===== src/rtl/bus_arb_pkg.sv =====
// Shared types and helpers for the 16-way bus arbiter.
// Arbiter FSM states, select width and one-hot decode.
package bus_arb_pkg;

   localparam int NREQ   = 16;
   localparam int SEL_W  = 4;
   localparam int HCNT_W = 8;

   typedef enum logic [1:0] {
      IDLE  = 2'd0,
      GRANT = 2'd1,
      TURN  = 2'd2
   } arb_state_e;

   function automatic logic [NREQ-1:0] onehot4to16(
      input logic [SEL_W-1:0] idx
   );
      logic [NREQ-1:0] v;
      v      = '0;
      v[idx] = 1'b1;
      return v;
   endfunction

endpackage


===== src/rtl/bus_arbiter_rr16_pick.sv =====
// Rotating priority encoder: first set req bit at or after ptr.
// Pure combinational; reusable by any 16-way shared-resource arbiter.
module rr_pick16
   import bus_arb_pkg::*;
(
   input  logic [NREQ-1:0]  req,
   input  logic [SEL_W-1:0] ptr,
   output logic [SEL_W-1:0] win,
   output logic             any
);

   logic [2*NREQ-1:0] dbl;
   logic [NREQ-1:0]   rot;
   logic [SEL_W-1:0]  off;

   always_comb begin
      dbl = {req, req} >> ptr;
      rot = dbl[NREQ-1:0];
      off = '0;
      // Walk downward so the lowest rotated index wins.
      for (int i = NREQ - 1; i >= 0; i--) begin
         if (rot[i]) begin
            off = SEL_W'(i);
         end
      end
      any = |req;
      win = ptr + off;
   end

endmodule


===== src/rtl/bus_arbiter_rr16.sv =====
// Round-robin owner of the 32-bit internal bus, 16 requesters.
// BUS_ARB_PRIO0_EN: source 0 gets fixed priority and no hold limit.
module bus_arbiter_rr16
   import bus_arb_pkg::*;
#(
   parameter int MAX_HOLD = 8
) (
   input  logic             clock,
   input  logic             clear,
   input  logic [NREQ-1:0]  req,
   input  logic             done,
   output logic [NREQ-1:0]  grant,
   output logic [SEL_W-1:0] sel,
   output logic             bus_valid,
   output logic             timeout
);

   arb_state_e        state_q, state_d;
   logic [NREQ-1:0]   grant_q, grant_d;
   logic [SEL_W-1:0]  sel_q, sel_d;
   logic              valid_q, valid_d;
   logic              timeout_q, timeout_d;
   logic [SEL_W-1:0]  ptr_q, ptr_d;
   logic [HCNT_W-1:0] hcnt_q, hcnt_d;

   logic [SEL_W-1:0]  pick_win;
   logic              pick_any;
   logic [SEL_W-1:0]  win;
   logic              exempt;
   logic              owner_req;
   logic              hold_max;
   logic              end_ten;

   rr_pick16 u_pick (
      .req (req),
      .ptr (ptr_q),
      .win (pick_win),
      .any (pick_any)
   );

`ifdef BUS_ARB_PRIO0_EN
   assign win    = req[0] ? '0 : pick_win;
   assign exempt = (sel_q == '0);
`else
   assign win    = pick_win;
   assign exempt = 1'b0;
`endif

   // Only the owner's request bit is looked at during a tenure.
   assign owner_req = req[sel_q];
   assign hold_max  = (hcnt_q == HCNT_W'(MAX_HOLD)) && !exempt;
   assign end_ten   = done || !owner_req || hold_max;

   always_comb begin
      state_d   = state_q;
      grant_d   = grant_q;
      sel_d     = sel_q;
      valid_d   = valid_q;
      timeout_d = 1'b0;
      ptr_d     = ptr_q;
      hcnt_d    = hcnt_q;
      unique case (state_q)
         IDLE: begin
            grant_d = '0;
            valid_d = 1'b0;
            if (pick_any) begin
               grant_d = onehot4to16(win);
               sel_d   = win;
               valid_d = 1'b1;
               hcnt_d  = HCNT_W'(1);
               state_d = GRANT;
            end
         end
         GRANT: begin
            if (end_ten) begin
               grant_d   = '0;
               valid_d   = 1'b0;
               ptr_d     = sel_q + SEL_W'(1);
               timeout_d = hold_max && !done && owner_req;
               state_d   = TURN;
            end else if (hcnt_q != '1) begin
               hcnt_d = hcnt_q + HCNT_W'(1);
            end
         end
         TURN: begin
            grant_d = '0;
            valid_d = 1'b0;
            state_d = IDLE;
         end
         default: begin
            grant_d = '0;
            valid_d = 1'b0;
            state_d = IDLE;
         end
      endcase
   end

   always_ff @(posedge clock) begin
      if (clear) begin
         state_q   <= IDLE;
         grant_q   <= '0;
         sel_q     <= '0;
         valid_q   <= 1'b0;
         timeout_q <= 1'b0;
         ptr_q     <= '0;
         hcnt_q    <= '0;
      end else begin
         state_q   <= state_d;
         grant_q   <= grant_d;
         sel_q     <= sel_d;
         valid_q   <= valid_d;
         timeout_q <= timeout_d;
         ptr_q     <= ptr_d;
         hcnt_q    <= hcnt_d;
      end
   end

   assign grant     = grant_q;
   assign sel       = sel_q;
   assign bus_valid = valid_q;
   assign timeout   = timeout_q;

endmodule


===== config.mk =====
export PLATFORM = sky130hd
export DESIGN_NAME = bus_arbiter_rr16
export DESIGN_NICKNAME = d
export VERILOG_FILES = /design/src/rtl/bus_arb_pkg.sv /design/src/rtl/bus_arbiter_rr16_pick.sv /design/src/rtl/bus_arbiter_rr16.sv
export SDC_FILE = /design/constraint.sdc
export NUM_CORES = 1
export LEC_CHECK = 0
export ABC_AREA = 1
export BUFFER_PORTS_ARGS = -buffer_cell sky130_fd_sc_hd__buf_2
export CORE_MARGIN = 2
export CORE_UTILIZATION = 55
export CTS_CLUSTER_SIZE = 8
export DETAILED_ROUTE_END_ITERATION = 16
export GPL_TIMING_DRIVEN = 1
export PLACE_DENSITY = 0.8
export SKIP_CTS_REPAIR_TIMING = 1
export SLEW_MARGIN = 5
export SYNTH_ARGS = -nofsm -noshare
export SYNTH_HDL_FRONTEND = slang
export SYNTH_SLANG_ARGS = --single-unit

===== constraint.sdc =====
create_clock -name clock -period 3.6 [get_ports clock]
set_input_delay 0.72 -clock clock [delete_from_list [all_inputs] [get_ports clock]]
set_output_delay 0.72 -clock clock [all_outputs]
set_load 0.02 [all_outputs]

=== Word level (Yosys, flattened, before mapping) ===
Cells that the tools add are included.

* Add/subtract/negate cells: 3
* Order comparisons: 3
* Eq/ne operators: 7
* Shift-type cells: 1
* Muxes and demuxes: 33
* Bitwise logic cells: 2
* Reductions and logical operators: 15

{| class="wikitable"
|+ Operators by type and width
! operator !! number
|-
| 4-bit 2-to-1 mux || 16
|-
| 16-bit 2-to-1 mux || 2
|-
| 16-bit one-hot mux with 2 select lines || 1
|-
| 32-bit by 4-bit right shift with 16-bit output || 1
|-
| 8-bit 2-to-1 mux || 3
|-
| 8-bit one-hot mux with 2 select lines || 1
|-
| 16-bit OR reduction || 1
|-
| 4-bit by 5-bit < comparator with 1-bit output, second input constant || 2
|-
| 8-bit by 1-bit adder with 8-bit output, second input constant || 1
|-
| 8-bit by 4-bit == test with 1-bit output, second input constant || 1
|-
| 2-bit inequality test, second input constant || 4
|-
| 8-bit inequality test, second input constant || 1
|-
| 2-bit AND reduction || 3
|-
| 4-bit by 1-bit adder with 4-bit output, second input constant || 1
|-
| 4-bit adder || 1
|-
| 1-bit binary-select mux with 4-bit select || 1
|-
| 1-bit demux with 4-bit select || 1
|-
| 4-bit by 1-bit greater-or-equal comparator with 1-bit output, second input constant || 1
|-
| 1-bit 2-to-1 mux || 4
|-
| 2-bit 2-to-1 mux || 2
|-
| 2-bit one-hot mux with 2 select lines || 1
|-
| 4-bit AND reduction || 1
|-
| 1-bit logical AND || 3
|-
| 3-bit OR reduction || 1
|-
| other kinds (7) || 10
|}

* Flip-flop bits (word level): 36
* Output and inout port bits: 22
* Word-level logic and storage cells: 71

=== Logic depth before layout (Yosys ltp) ===
* Depth in word-level cells: 24
* Gate-level depth with buffers: 32
* Gate-level depth less buffers: 30

=== By module ===
A second synthesis with hierarchy kept.

* Cell total of the unflattened synthesis: 486
* Area total of the unflattened synthesis: 3,098.0 µm²

{| class="wikitable"
|+ By module, submodules not included
! module !! instances !! cells each !! area an instance (µm²) !! sequential area each (µm²)
|-
| bus_arbiter_rr16 || 1 || 262 || 1,850.5 || 720.7
|-
| rr_pick16 || 1 || 224 || 1,247.4 || 0.0
|}

=== Worst setup path before layout ===
No wires, ideal clock.

* Path kind: input to register
* Start point: in req[10]
* End point: reg grant_q[0] (netlist: grant[0])
* Setup time: 0.132 ns
* Arrival time: 3.201 ns
* Slack: 0.266 ns
* Stages on the path: 24
* Buffers on the path: 0
* Cells stage by stage: nand2_1 nand3_1 nand3_1 nand2_1 o21ai_0 nand2_1 nand2_1 nand2_1 nand2_1 nand2_1 nand2_1 nand2_1 nand2_1 nand2_1 nand2_1 nand2_1 nand2_1 a21oi_1 ha_1 fa_1 xor2_1 inv_1 nand4_1 a21oi_1

* Word-level cells in the longest chain between the ends: 24
* Elaborated cells on any way between the ends: 32
* Classes of those cells: 1 x add/sub; 2 x order compare; 1 x eq/ne; 1 x shift; 22 x mux; 5 x reduce/logical

{| class="wikitable"
|+ RTL lines
! what !! line !! text
|-
| from (decl) || bus_arbiter_rr16.sv:10 || <nowiki>input logic [NREQ-1:0] req,</nowiki>
|-
| 32-bit by 4-bit right shift with 16-bit output || bus_arbiter_rr16_pick.sv:17 || <nowiki>dbl = {req, req} >> ptr;</nowiki>
|-
| 4-bit 2-to-1 mux (16 in a row) || bus_arbiter_rr16_pick.sv:22 || <nowiki>if (rot[i]) begin</nowiki>
|-
| 4-bit adder || bus_arbiter_rr16_pick.sv:27 || <nowiki>win = ptr + off;</nowiki>
|-
| 4-bit by 5-bit < comparator with 1-bit output (not written as such) / 4-bit by 1-bit greater-or-equal comparator with 1-bit output (equally long branches) || bus_arb_pkg.sv:20 || <nowiki>v[idx] = 1'b1;</nowiki>
|-
| 1-bit logical AND (not written as such) || bus_arb_pkg.sv:20 ||
|-
| 1-bit 2-to-1 mux (not written as such) || bus_arb_pkg.sv:20 ||
|-
| 1-bit demux with 4-bit select || bus_arb_pkg.sv:20 ||
|-
| 16-bit 2-to-1 mux || bus_arbiter_rr16.sv:66 || <nowiki>if (pick_any) begin</nowiki>
|-
| 16-bit one-hot mux with 2 select lines || bus_arbiter_rr16.sv:62 || <nowiki>unique case (state_q)</nowiki>
|-
| to (signal assigned) || bus_arbiter_rr16.sv:109 || <nowiki>grant_q <= grant_d;</nowiki>
|-
| to (decl) || bus_arbiter_rr16.sv:19 || <nowiki>logic [NREQ-1:0] grant_q, grant_d;</nowiki>
|}

Parallel ways exist; a longest one is shown, timed or not. The select of a mux whose other input is x is not followed.
A chain may end at the register's enable or synchronous reset.

=== Final worst setup path ===
* Start point: in req[15]
* End point: reg grant_q[6] (netlist: grant[6])

* Word-level cells in the longest chain between the ends: 24
* Elaborated cells on any way between the ends: 32
* Classes of those cells: 1 x add/sub; 2 x order compare; 1 x eq/ne; 1 x shift; 22 x mux; 5 x reduce/logical

{| class="wikitable"
|+ RTL lines
! what !! line !! text
|-
| 32-bit by 4-bit right shift with 16-bit output * || bus_arbiter_rr16_pick.sv:17 ||
|-
| 4-bit 2-to-1 mux (15 in a row) || bus_arbiter_rr16_pick.sv:22 ||
|-
| 4-bit 2-to-1 mux * || bus_arbiter_rr16_pick.sv:22 ||
|-
| 4-bit adder * || bus_arbiter_rr16_pick.sv:27 ||
|-
| via pick_win[1] || bus_arbiter_rr16.sv:26 || <nowiki>logic [SEL_W-1:0] pick_win;</nowiki>
|-
| 4-bit by 5-bit < comparator with 1-bit output (not written as such) / 4-bit by 1-bit greater-or-equal comparator with 1-bit output (equally long branches) || bus_arb_pkg.sv:20 ||
|-
| 1-bit logical AND (not written as such) || bus_arb_pkg.sv:20 ||
|-
| 1-bit 2-to-1 mux (not written as such) || bus_arb_pkg.sv:20 ||
|-
| 1-bit demux with 4-bit select * || bus_arb_pkg.sv:20 ||
|-
| 16-bit 2-to-1 mux * || bus_arbiter_rr16.sv:66 ||
|-
| 16-bit one-hot mux with 2 select lines * || bus_arbiter_rr16.sv:62 ||
|}

Mark *: on every way through the listed nets, which the timed path passes. The rest lies on a longest branch. The select of a mux whose other input is x is not followed.

==> results by group <==
Run status
  – Status: completed

Global route
  – Antenna violations before repair: 0
  – Met3 usage: ~5.0%
  – First-pass GRT wire length: 12,110 µm
  – GRT Residual Overflow: 0
  – GRT Overall Usage: roughly 27%
  – Number of global-route vias before repair: 2,875
  – Most Crowded Layer GR: met2
  – Largest net degree at the start of global routing: 24
  – Grt met2 use: between 40% and 50%
  – GRT met1 Usage: between 30% and 40%

Finish
  – Share of layout cells above drive strength 1: around a fifth
  – Final #Nets: between 500 and 600
  – Final core occ: between 60% and 70%
  – Filler cells: approximately 500
  – Non-filler instance count after layout: between 500 and 600
  – Area growth, synth to finish: 14.84%
  – Number of diodes: 0
  – Post-route cell area: 3234 µm²

Timing
  – Setup Viol. Count Final: 0
  – Final slew viol count: 0
  – Worst hold margin: 0.4647 ns
  – Clk_skew: between 0.005 and 0.006 ns
  – Final critical-path share of the clock period: between 90% and 100%
  – Slew Limit Headroom: a little over 70%
  – Final WS setup: 0.2945 ns
  – Period minus WS final: roughly 3.3 ns
  – Tightest Pin Transition: between 0.4 and 0.5 ns
  – Fmax achieved: slightly above 300 MHz
  – Total Neg Setup Slack: 0 ns
  – Number of failing hold endpoints at the final stage: 0

Critical path
  – CP Capture Type: flip-flop
  – Critical path required time: around 3.8 ns
  – Worst reg2reg path depth: 27
  – Worst R2R Start: ptr_q[0]$_SDFFE_PP0P_
  – Critical path startpoint category: primary input
  – Critical Path AT: around 3.5 ns
  – Worst r2r dst: grant[6]$_SDFFE_PP0P_
  – CP max FO: 4
  – WS Path Type: primary input to flip-flop
  – Critical Path End: grant[6]$_SDFFE_PP0P_
  – Critical path startpoint: req[15]
  – R2R setup slack: between 0.3 and 0.4 ns

Placement
  – Gpl congestion: 0.9158
  – Placed Cells: between 500 and 600
  – Setup slack after placement: -0.06150 ns
  – Placed cell area: 3097 µm²
  – Number of port buffers: 40
  – DP HPWL: about 5700 µm

Clocking
  – Clock slew at reported path FFs: roughly 0.070 ns
  – H-tree levels: 2
  – Clock sink total: 36
  – CTS tree: done
  – CTS buffer count: 5
  – Clock root buffer: clkbuf_8
  – Clock Latency Late Sink: 0.29 ns
  – Clock Path Buffers: 2

Yosys
  – Syn_nets: about 460
  – Post-Syn Area: approximately 2800 µm²
  – Seq/Total Area, Yosys: between 20 and 30%
  – Synth Area per Inst: 6.445 µm²
  – Mapped Cells: around 440
  – Synth unique cells: 34
  – Yosys reg bits: 36
  – Yosys warning count: 0

Floorplanning
  – Die ar.: between 5000 and 6000 µm²
  – FP Rows: 26
  – Top-level port count: between 40 and 50
  – Die W: between 70 and 80 µm
  – Core ar.: around 5000 µm²
  – Die H: approximately 76 µm
  – Initial Utilization: between 50% and 60%

Power
  – Max rail drop VDD: 0.5173 mV
  – Leak: about 1.5 nW
  – PD cells: 825.1 nW/µm²
  – Final Total Pwr: 2.669 mW

Route
  – Antenna Nets Post-Route: 0
  – DR WL/cell: 13.32 µm
  – Wirelength, routed: around 7300 µm
  – Residual DRC count: 0
  – Detail-routed via count per cell: around 5.7
  – 1st-pass router iterations: 5
  – Iter 0 DRT Violations: 267
  – Total number of vias: about 3,100

Hold path
  – Worst Hold Class: flip-flop to flip-flop

Flow run
  – Max Cap Viol: 0
[power breakdown]
part	internal [mW]	total [mW]	leakage, nW	switching [mW]
clock network	0.205	0.347	0.0541	0.142
logic	0.614	1.75	1.13	1.14
registers	0.481	0.569	0.294	0.0877
[worst min path at each step]
stage | start | to | depth (start not counted)
after global placement | grant[13]$_SDFFE_PP0P_ | grant[13]$_SDFFE_PP0P_ | 2
after detailed placement | grant[4]$_SDFFE_PP0P_ | grant[4]$_SDFFE_PP0P_ | 2
final | grant[15]$_SDFFE_PP0P_ | grant[15]$_SDFFE_PP0P_ | 2
after global routing | grant[11]$_SDFFE_PP0P_ | grant[11]$_SDFFE_PP0P_ | 2
after floorplan | hcnt_q[0]$_SDFFE_PP0P_ | hcnt_q[0]$_SDFFE_PP0P_ | 1
after CTS | grant[4]$_SDFFE_PP0P_ | grant[4]$_SDFFE_PP0P_ | 2
[cells by family after synthesis]
kind of cell | after synthesis | synth area share [%]
AO/OA/AOI/OAI | 72 | 14.04
XOR/XNOR | 8 | 2.488
adder cells (fa/ha/maj) | 7 | 3.376
buffers and inverters | 54 | 9.284
flip-flops | 36 | 25.59
AND/OR/NAND/NOR | 260 | 45.22
[area by class of cell]
cell class / instances / area [µm²] / share of cell area, %
Multi-Input combinational cell: 347 / 1851 / 57.21
Clock inverter: 3 / 42.54 / 1.315
Sequential cell: 36 / 728.2 / 22.51
Timing Repair Buffer: 53 / 310.3 / 9.594
Tap cell: 70 / 87.58 / 2.708
Inverter: 37 / 146.4 / 4.526
Clock buffer: 5 / 68.82 / 2.128
[cells in the mapped netlist]
library cell	n	area, µm²
xor2_1	7	61.31
ha_1	6	75.07
dfxtp_1	36	720.7
nor2_1	29	108.9
o21ai_2	1	8.760
buf_2	6	30.03
nor3_1	4	20.02
a21oi_1	30	150.1
o21ai_1	4	20.02
inv_4	2	12.51
nand3_1	75	375.4
nand4_1	20	125.1
nor4_4	2	42.54
a31oi_1	2	12.51
inv_2	1	3.750
buf_12	1	20.02
clkbuf_1	4	15.01
a31o_2	1	8.760
nand2_2	11	68.82
nand2_1	102	382.9
inv_1	34	127.6
a21boi_0	1	7.510
nand3_2	7	70.07
nor4_1	6	37.54
a211oi_1	3	22.52
nand2_4	3	33.78
o211ai_1	4	30.03
buf_6	2	22.52
o21a_1	2	15.01
xnor2_1	1	8.760
buf_4	4	30.03
fa_1	1	20.02
and3b_1	1	8.760
o21ai_0	24	120.1
[sequential cells by signal, indices dropped and copies added (netlist names)]
signal	flops
sel	4
state_q	2
timeout	1
ptr_q	4
hcnt_q	8
grant	16
bus_valid	1
[routing by layer]
| layer | up-vias | part of all wire (%) |
|---|---|---|
| li1 | 1592 | - |
| met2 | 112 | 49 |
| met3 | 15 | 5.3 |
| met4 | 0 | 2.1 |
| met1 | 1428 | 43 |
| met5 | - | 0 |
[cells in the final DEF, fill, tap and decap left out, types with 2 or more instances in the layout]
master and n:
inv_1 34, nand2_2 11, o211ai_1 4, nand3_2 8
nand2_1 102, o21ai_2 2, nor4_1 6, a31oi_1 2
dfxtp_4 2, nor2_1 29, nand4_1 20, o21a_1 2
buf_2 40, buf_4 12, nand3_1 74, dfxtp_1 34
clkbuf_8 5, nor4_4 2, xor2_1 7, o21ai_0 22
a21oi_1 30, nand2_4 3, a211oi_1 3, ha_1 6
nor3_1 3, o21ai_1 5
[worst max-delay path, cell delays in order]
cell and delay (ns):
buf_2 0.16, nand2_1 0.09, nand3_1 0.10, nand3_1 0.12, nand3_1 0.14, nand2_1 0.06, nand2_1 0.06, nand2_1 0.05
nand2_1 0.07, nand2_1 0.05, nand2_1 0.06, nand2_1 0.04, nand2_1 0.05, nand2_1 0.04, nand2_1 0.05, nand2_1 0.04
nand2_1 0.05, nand2_1 0.04, nand2_1 0.05, a21oi_1 0.06, ha_1 0.21, fa_2 0.57, inv_1 0.07, nor3_2 0.16
buf_4 0.15, nand4_1 0.11, a21oi_1 0.14
Note: power is estimated with default switching activity, not from simulation.
